[src/rtl/sym_fir_param_if.sv]
// sym_fir_param_if: sample stream, coefficient load port and filtered output
// of the symmetric FIR. The master drives samples and coefficients. The slave
// (the filter) returns out_valid / y_out.
interface sym_fir_param_if #(
  parameter int DATA_W = 8,
  parameter int COEF_W = 16,
  parameter int TAPS   = 7,
  parameter int OUT_W  = 10
);
  localparam int NC = (TAPS + 1) / 2;
  localparam int AW = (NC > 1) ? $clog2(NC) : 1;

  logic                     in_valid;
  logic signed [DATA_W-1:0] x_in;
  logic                     coef_we;
  logic [AW-1:0]            coef_addr;
  logic signed [COEF_W-1:0] coef_data;
  logic                     coef_commit;
  logic                     out_valid;
  logic signed [OUT_W-1:0]  y_out;

  modport master (
    output in_valid, x_in, coef_we, coef_addr, coef_data, coef_commit,
    input  out_valid, y_out
  );

  modport slave (
    input  in_valid, x_in, coef_we, coef_addr, coef_data, coef_commit,
    output out_valid, y_out
  );
endinterface

[src/rtl/sym_fir_param.sv]
// sym_fir_param: pipelined linear-phase FIR with an odd tap count.
// Mirrored taps are pre-added, multiplied by a double-buffered coefficient
// bank, summed at full precision, then scaled down by SHIFT.
// The optional macro SYM_FIR_ROUND_SAT_EN turns on round-half-up and
// saturation in the output stage. Without it, the output stage uses floor
// truncation with wrap.
module sym_fir_param #(
  parameter int DATA_W = 8,
  parameter int COEF_W = 16,
  parameter int TAPS   = 7,
  parameter int OUT_W  = 10,
  parameter int SHIFT  = 14
) (
  input  logic           clk,
  input  logic           rst_n,
  sym_fir_param_if.slave bus
);
  localparam int NC    = (TAPS + 1) / 2;
  localparam int P_W   = DATA_W + 1;
  localparam int PR_W  = P_W + COEF_W;
  localparam int ACC_W = PR_W + $clog2(NC);

  if (((TAPS % 2) == 0) || (TAPS < 3)) begin : g_taps_check
    $error("sym_fir_param: TAPS must be odd and >= 3");
  end

`ifdef SYM_FIR_ROUND_SAT_EN
  localparam logic signed [ACC_W:0] HALF  = ((ACC_W+1)'(1) << SHIFT) >> 1;
  localparam logic signed [ACC_W:0] Y_MAX = (ACC_W+1)'((1 << (OUT_W-1)) - 1);
  localparam logic signed [ACC_W:0] Y_MIN = -Y_MAX - (ACC_W+1)'(1);
`endif

  logic signed [DATA_W-1:0] tap_q     [TAPS];
  logic signed [COEF_W-1:0] shadow_q  [NC];
  logic signed [COEF_W-1:0] act_q     [NC];
  logic signed [P_W-1:0]    pre_d     [NC];
  logic signed [P_W-1:0]    pre_p1_q  [NC];
  logic signed [PR_W-1:0]   prod_d    [NC];
  logic signed [PR_W-1:0]   prod_p2_q [NC];
  logic signed [ACC_W-1:0]  acc_d;
  logic signed [OUT_W-1:0]  y_p3_q;
  logic                     vld_p0_q, vld_p1_q, vld_p2_q, vld_p3_q;

  // Scale the accumulator down to the output width.
  function automatic logic signed [OUT_W-1:0] scale_out(input logic signed [ACC_W-1:0] acc);
`ifdef SYM_FIR_ROUND_SAT_EN
    logic signed [ACC_W:0] rsh;
    rsh = ((ACC_W+1)'(acc) + HALF) >>> SHIFT;
    if (rsh > Y_MAX)      return OUT_W'(Y_MAX);
    else if (rsh < Y_MIN) return OUT_W'(Y_MIN);
    else                  return OUT_W'(rsh);
`else
    return OUT_W'(acc >>> SHIFT);
`endif
  endfunction

  // Delay line advances only on accepted samples.
  always_ff @(posedge clk or negedge rst_n) begin
    if (!rst_n) begin
      for (int i = 0; i < TAPS; i++) tap_q[i] <= '0;
    end else if (bus.in_valid) begin
      tap_q[0] <= bus.x_in;
      for (int i = 1; i < TAPS; i++) tap_q[i] <= tap_q[i-1];
    end
  end

  // Shadow bank takes writes; commit copies the pre-write shadow into active.
  always_ff @(posedge clk or negedge rst_n) begin
    if (!rst_n) begin
      for (int i = 0; i < NC; i++) begin
        shadow_q[i] <= '0;
        act_q[i]    <= '0;
      end
    end else begin
      if (bus.coef_we && (int'(bus.coef_addr) < NC))
        shadow_q[bus.coef_addr] <= bus.coef_data;
      if (bus.coef_commit)
        for (int i = 0; i < NC; i++) act_q[i] <= shadow_q[i];
    end
  end

  // Datapath: pre-add of mirrored taps, per-pair products and accumulator sum.
  always_comb begin
    for (int i = 0; i < NC; i++) begin
      pre_d[i]  = '0;
      prod_d[i] = '0;
    end
    acc_d = '0;
    // p0 -> p1: pre-add mirrored taps; the centre tap has no partner
    for (int i = 0; i < NC - 1; i++)
      pre_d[i] = P_W'(tap_q[i]) + P_W'(tap_q[TAPS-1-i]);
    pre_d[NC-1] = P_W'(tap_q[NC-1]);
    // p1 -> p2: every product of one sample uses the same active bank
    for (int i = 0; i < NC; i++)
      prod_d[i] = PR_W'(pre_p1_q[i]) * PR_W'(act_q[i]);
    // p2 -> p3: full-precision sum, cannot overflow ACC_W
    for (int i = 0; i < NC; i++)
      acc_d = acc_d + ACC_W'(prod_p2_q[i]);
  end

  // Pipeline registers with the valid bit riding alongside; y holds in gaps.
  always_ff @(posedge clk or negedge rst_n) begin
    if (!rst_n) begin
      vld_p0_q <= 1'b0;
      vld_p1_q <= 1'b0;
      vld_p2_q <= 1'b0;
      vld_p3_q <= 1'b0;
      y_p3_q   <= '0;
      for (int i = 0; i < NC; i++) begin
        pre_p1_q[i]  <= '0;
        prod_p2_q[i] <= '0;
      end
    end else begin
      vld_p0_q <= bus.in_valid;
      vld_p1_q <= vld_p0_q;
      vld_p2_q <= vld_p1_q;
      vld_p3_q <= vld_p2_q;
      for (int i = 0; i < NC; i++) begin
        pre_p1_q[i]  <= pre_d[i];
        prod_p2_q[i] <= prod_d[i];
      end
      if (vld_p2_q) y_p3_q <= scale_out(acc_d);
    end
  end

  assign bus.out_valid = vld_p3_q;
  assign bus.y_out     = y_p3_q;
endmodule

[src/flat_wrapper.sv]
// flat-port wrapper written by rule: the top's interface ports become plain ports
module sym_fir_param_flat 
#(
  parameter int DATA_W = 8,
  parameter int COEF_W = 16,
  parameter int TAPS   = 7,
  parameter int OUT_W  = 10,
  parameter int SHIFT  = 14
)
  (clk, rst_n, bus_in_valid, bus_x_in, bus_coef_we, bus_coef_addr, bus_coef_data, bus_coef_commit, bus_out_valid, bus_y_out);
  sym_fir_param_if #(.DATA_W(DATA_W), .COEF_W(COEF_W), .TAPS(TAPS), .OUT_W(OUT_W)) bus_i ();
  input  logic clk;
  input  logic rst_n;
  input wire logic [$bits(bus_i.in_valid)-1:0] bus_in_valid;
  input wire logic [$bits(bus_i.x_in)-1:0] bus_x_in;
  input wire logic [$bits(bus_i.coef_we)-1:0] bus_coef_we;
  input wire logic [$bits(bus_i.coef_addr)-1:0] bus_coef_addr;
  input wire logic [$bits(bus_i.coef_data)-1:0] bus_coef_data;
  input wire logic [$bits(bus_i.coef_commit)-1:0] bus_coef_commit;
  output wire logic [$bits(bus_i.out_valid)-1:0] bus_out_valid;
  output wire logic [$bits(bus_i.y_out)-1:0] bus_y_out;
  assign bus_i.in_valid = bus_in_valid;
  assign bus_i.x_in = bus_x_in;
  assign bus_i.coef_we = bus_coef_we;
  assign bus_i.coef_addr = bus_coef_addr;
  assign bus_i.coef_data = bus_coef_data;
  assign bus_i.coef_commit = bus_coef_commit;
  assign bus_out_valid = bus_i.out_valid;
  assign bus_y_out = bus_i.y_out;
  sym_fir_param #(.DATA_W(DATA_W), .COEF_W(COEF_W), .TAPS(TAPS), .OUT_W(OUT_W), .SHIFT(SHIFT)) u_core (.clk(clk), .rst_n(rst_n), .bus(bus_i));
endmodule
[config.mk]
export PLATFORM = sky130hd
export DESIGN_NAME = sym_fir_param_flat
export DESIGN_NICKNAME = d
export VERILOG_FILES = /design/src/rtl/sym_fir_param_if.sv /design/src/rtl/sym_fir_param.sv /design/src/flat_wrapper.sv
export SDC_FILE = /design/constraint.sdc
export NUM_CORES = 2
export LEC_CHECK = 0
export BUFFER_PORTS_ARGS = -buffer_cell sky130_fd_sc_hd__clkbuf_2
export CORE_AREA = 2 2 221 223
export CTS_BUF_LIST = sky130_fd_sc_hd__clkbuf_8
export DETAILED_ROUTE_END_ITERATION = 6
export DIE_AREA = 0 0 223 225
export PLACE_DENSITY = 0.8
export SLEW_MARGIN = 20
export SYNTH_ARGS = -nofsm -noshare
export SYNTH_HDL_FRONTEND = slang
export SYNTH_SLANG_ARGS = --single-unit
[constraint.sdc]
create_clock -name clk -period 9.75 [get_ports clk]
set_clock_uncertainty 0.1 [all_clocks]
set_input_delay 0.4875 -clock clk [delete_from_list [all_inputs] [get_ports clk]]
set_output_delay 0.4875 -clock clk [all_outputs]
set_load 0.1 [all_outputs]
### Word level (Yosys, flattened, before mapping)

Cells that the tools add are included.

| cells by class | value |
|---|---|
| reductions and logical operators | 1 |
| $lt $le $gt $ge | 2 |
| multiply operators | 4 |
| bitwise gates (word level) | 1 |
| add/subtract/negate cells | 6 |
| mux-type cells | 3 |

Operators with widths:

| kind | count |
|---|---|
| $add A24 B24 Y24 | 3 |
| $mul A9 B16 Y24 | 3 |
| $bwmux W64 | 1 |
| $demux W16 S2 | 1 |
| $add A8 B8 Y9 | 3 |
| $mul A8 B16 Y24 | 1 |
| $mux W16 | 1 |
| $ge A3 B3 Y1 const B | 1 |
| $lt A3 B1 Y1 const B | 1 |
| $not A2 Y3 | 1 |
| $logic_and A1 B1 Y1 | 1 |

| storage, ports and cells | value |
|---|---|
| register bits after elaboration | 329 |
| word-level logic and storage cells | 45 |
| output and inout port bits | 11 |

### Depth between registers and ports, before layout

| depth | value |
|---|---|
| depth in word-level cells | 6 |
| mapped depth | 21 |

### Least setup slack after synthesis

OpenSTA, ideal clock, no wires.

| timing path | value |
|---|---|
| path type | register to register |
| start | register u_core.pre_p1_q[27] in the netlist's numbering |
| end | register u_core.prod_p2_q[97] in the netlist's numbering |
| clock period less this slack | 5.397 ns |
| arrival time | 5.217 ns |
| cell stages (with the launch flop) | 21 |
| required time | 9.570 ns |
| path slack | 4.353 ns |
| path buffers | 1 |
| library setup time | 0.080 ns |
| path through | dfrtp_1 -> clkbuf_1 -> nand2_1 -> fa_1 -> inv_1 -> fa_1 -> inv_1 -> fa_1 -> inv_1 -> fa_1 -> fa_1 -> ha_1 -> and2_1 -> a311oi_2 -> a22oi_2 -> a211o_1 -> a31oi_4 -> nor2b_1 -> o21a_1 -> o211ai_2 -> xnor2_1 |

RTL lines:

| item | RTL line | text |
|---|---|---|
| start, declared | sym_fir_param.sv:37 | `logic signed [P_W-1:0] pre_p1_q [NC];` |
| start signal, assigned by index | sym_fir_param.sv:119 | `pre_p1_q[i] <= pre_d[i];` |
| end signal, assigned by index | sym_fir_param.sv:120 | `prod_p2_q[i] <= prod_d[i];` |
| end, declared | sym_fir_param.sv:39 | `logic signed [PR_W-1:0] prod_p2_q [NC];` |

==> flow_metrics.tcl <==
set metrics [dict create \
    run_status "completed" \
    dp.cells 3415 \
    cts_tree "built" \
    drt_wl_total_mm 71.0 \
    grt_pass1_vias 22400 \
    max_freq_mhz 169 \
    nets 3632 \
    start_util 0.665 \
    cts.clk_slew.worst_paths_ps 70 \
    dieArea_sq_um 50200 \
    track_usage 0.304 \
    grt_first_pass_wirelength_mm 118 \
    synth_top_area_frac 0.316 \
    die_w_microns 223 \
    netlist_top_cells_area "fa_1 32%, dfrtp_1 26%, ha_1 9.4%, mux2_2 6.6%, and2_1 5.5%" \
    critPathKind "reg2reg" \
    clockBufferDepth 3 \
    slowest_delay_ps 720 \
    fin_tns_setup_ps 0 \
    tightest_slew_ps 1090 \
    synth_area_per_cell_sq_um 11.1 \
    final_layout_size_suffix_gt1_frac 0.116 \
    end_kind "flip-flop" \
    core_sq_um 47500 \
    yosysMostFrequentCell "fa_1" \
    wl_per_cell_microns 20.2 \
    h-tree-depth 2 \
    finalCriticalPeriod_ps 5910 \
    maxCapViolations 0 \
    ys_seq_area_frac 0.261 \
    critPathSlowestCell "dfrtp_1" \
    insertion_delay_ps 670 \
    cp_cell_sequence "nand2_1 > fa_1 > inv_1 > fa_1 > inv_1 > fa_1 > inv_1 > fa_1 > fa_1 > ha_1 > a21oi_1 > nor2b_1 > a31oi_1 > a21oi_1 > a211oi_1 > a21oi_1 > a41oi_1 > nor2b_1 > xnor2_1" \
    cp-start-kind "flip-flop" \
    ys_ff_latch 329 \
    area_growth_pct 5.67 \
    syn_area_sq_um 31600 \
    yosysWarnings 0 \
    drt_iter0_drc 1192 \
    pin_count 42 \
    yosys_most_used_dff "dfrtp_1" \
    ant_nets 0 \
    synth-edff-count 0 \
    grt_start_max_net_pins 109 \
    cts_sinks 329 \
    final_max_slew_viol_count 0 \
    drc 0 \
    numCtsBuffers 53 \
    rsz0062_at_grt "false" \
    fillers 3346 \
    hp-class "in2reg" \
    routed_via_density 5.77 \
    hold_ws_ps 108 \
    antenna_found_initial 8 \
    hold_viol_final 0 \
    synth_cell_type_count 61 \
    synth_top_area_cell "fa_1" \
    cts_setup_buffers 0 \
    synthCells 2853 \
    grt-ovfl-total 0 \
    crit_top_cell "fa_1" \
    gp_congestion 0.910 \
    ys_top_cells_by_count "499 x fa_1, 459 x inv_1, 329 x dfrtp_1" \
    required_ps 10230 \
    die_h_microns 225 \
    cp.arrival_ps 6390 \
    finalNonFillerCells 3518 \
    dpl.hpwl_mm 57.2 \
    setup_viol 0 \
    async_flop_share 1.00 \
    max_slew_margin 0.272 \
    io_buffers 41 \
    period_share 0.606 \
    cts-root-buf "clkbuf_8" \
    crit_fanout 16 \
    syn_nets 3620 \
    vias 20300 \
    drt_first_pass_iters 5 \
    num_rows 80 \
]
[through the flow]
stage               cell area, sq um  setup slack (ps)  utilization
floorplan                      31600              4350            -
finish                         33400              3840        0.702
CTS                            33400              3930        0.702
global route                   33400              3600        0.702
global placement               32300              4180        0.678
detailed placement             32300              3940        0.678
[routing by layer]
metal	share of wire	up-vias	wire, microns	global-route usage
li1	-	8867	-	-
met1	0.40	10600	28700	0.401
met2	0.49	640	34600	0.503
met3	0.060	172	4270	0.0499
met4	0.049	4	3450	0.135
met5	0.00034	-	24	0
[placed cells by master, fill, tap and decap left out, types with 6 or more instances in the layout]
cell and instances:
o211ai_1 6, clkbuf_2 40, or3_1 7, and2_1 280, xnor2_1 110, o21bai_1 10, dfrtp_1 329, nor3_1 18
o21ai_0 25, or2_2 7, nand2_1 248, and3_1 16, nand3_1 20, a21oi_1 68, nor2b_1 47, mux2_2 186
dlygate4sd3_1 9, fa_1 499, clkinv_2 7, xor2_1 22, nor2_1 52, inv_1 476, nand2b_1 17, clkbuf_8 60
o21a_1 8, a21o_1 24, ha_1 237
[layout make-up]
class	count	area, sq um	area share
well taps	615	769	0.0230
flip-flops and latches	329	8230	0.247
multi-input cells	1965	21300	0.637
repair buffers	57	365	0.0109
clock buffers	60	826	0.0247
inverters	459	1720	0.0516
diodes	2	5.00	0.000150
clock inverters	31	195	0.00585
[cell families (layout without fill, tap and decap cells)]
kind of cell | after synthesis | in the layout | share of synthesized area
adder cells (fa/ha/maj) | 736 | 736 | 0.410
multiplexers | 186 | 186 | 0.0663
XOR/XNOR | 132 | 132 | 0.0366
AND/OR/NAND/NOR | 720 | 720 | 0.118
other | 0 | 2 | 0
AO/OA/AOI/OAI | 191 | 191 | 0.0421
buffers and inverters | 559 | 607 | 0.0664
flip-flops | 329 | 329 | 0.261
[state kept, by name, summed over array words and instances (netlist names)]
signal and flops:
u_core.vld_p1_q 1, u_core.pre_d 8, u_core.vld_p2_q 1, u_core.shadow_q 64
u_core.bus.y_out 10, u_core.bus.out_valid 1, u_core.tap_q 48, u_core.prod_p2_q 96
u_core.vld_p0_q 1, u_core.act_q 64, u_core.pre_p1_q 35
[path summary, 6_finish.rpt]
path | from | end | slack, ps | depth (start not counted)
max reg2reg | u_core.pre_p1_q[18] | u_core.prod_p2_q[70] | 3840 | 19
max | u_core.pre_p1_q[18] | u_core.prod_p2_q[70] | 3840 | 19
max in group asynchronous | rst_n | u_core.pre_d[2] | 7000 | 4
min | bus_coef_data[15] | u_core.shadow_q[15] | 110 | 2
min in group asynchronous | rst_n | u_core.prod_p2_q[34] | 410 | 2
min reg2reg | u_core.vld_p1_q | u_core.vld_p2_q | 250 | 0
[timing repair]
item                                   4_1_cts  5_1_grt
endpoints found under the hold margin      114        0
gates resized for setup                      0        0
hold buffers                                 9        0
[worst max-delay path, delay by kind of cell, from the launching register on]
family / cells / cell delay [ps]
buffers and inverters: 3 / 160
flip-flops: 1 / 720
XOR/XNOR: 1 / 130
adder cells (fa/ha/maj): 6 / 2840
AO/OA/AOI/OAI: 6 / 1420
AND/OR/NAND/NOR: 3 / 450
Power is left out: the tool's default activity adds up to more than one toggle a clock period on the data nets, which glitch-free logic cannot reach.
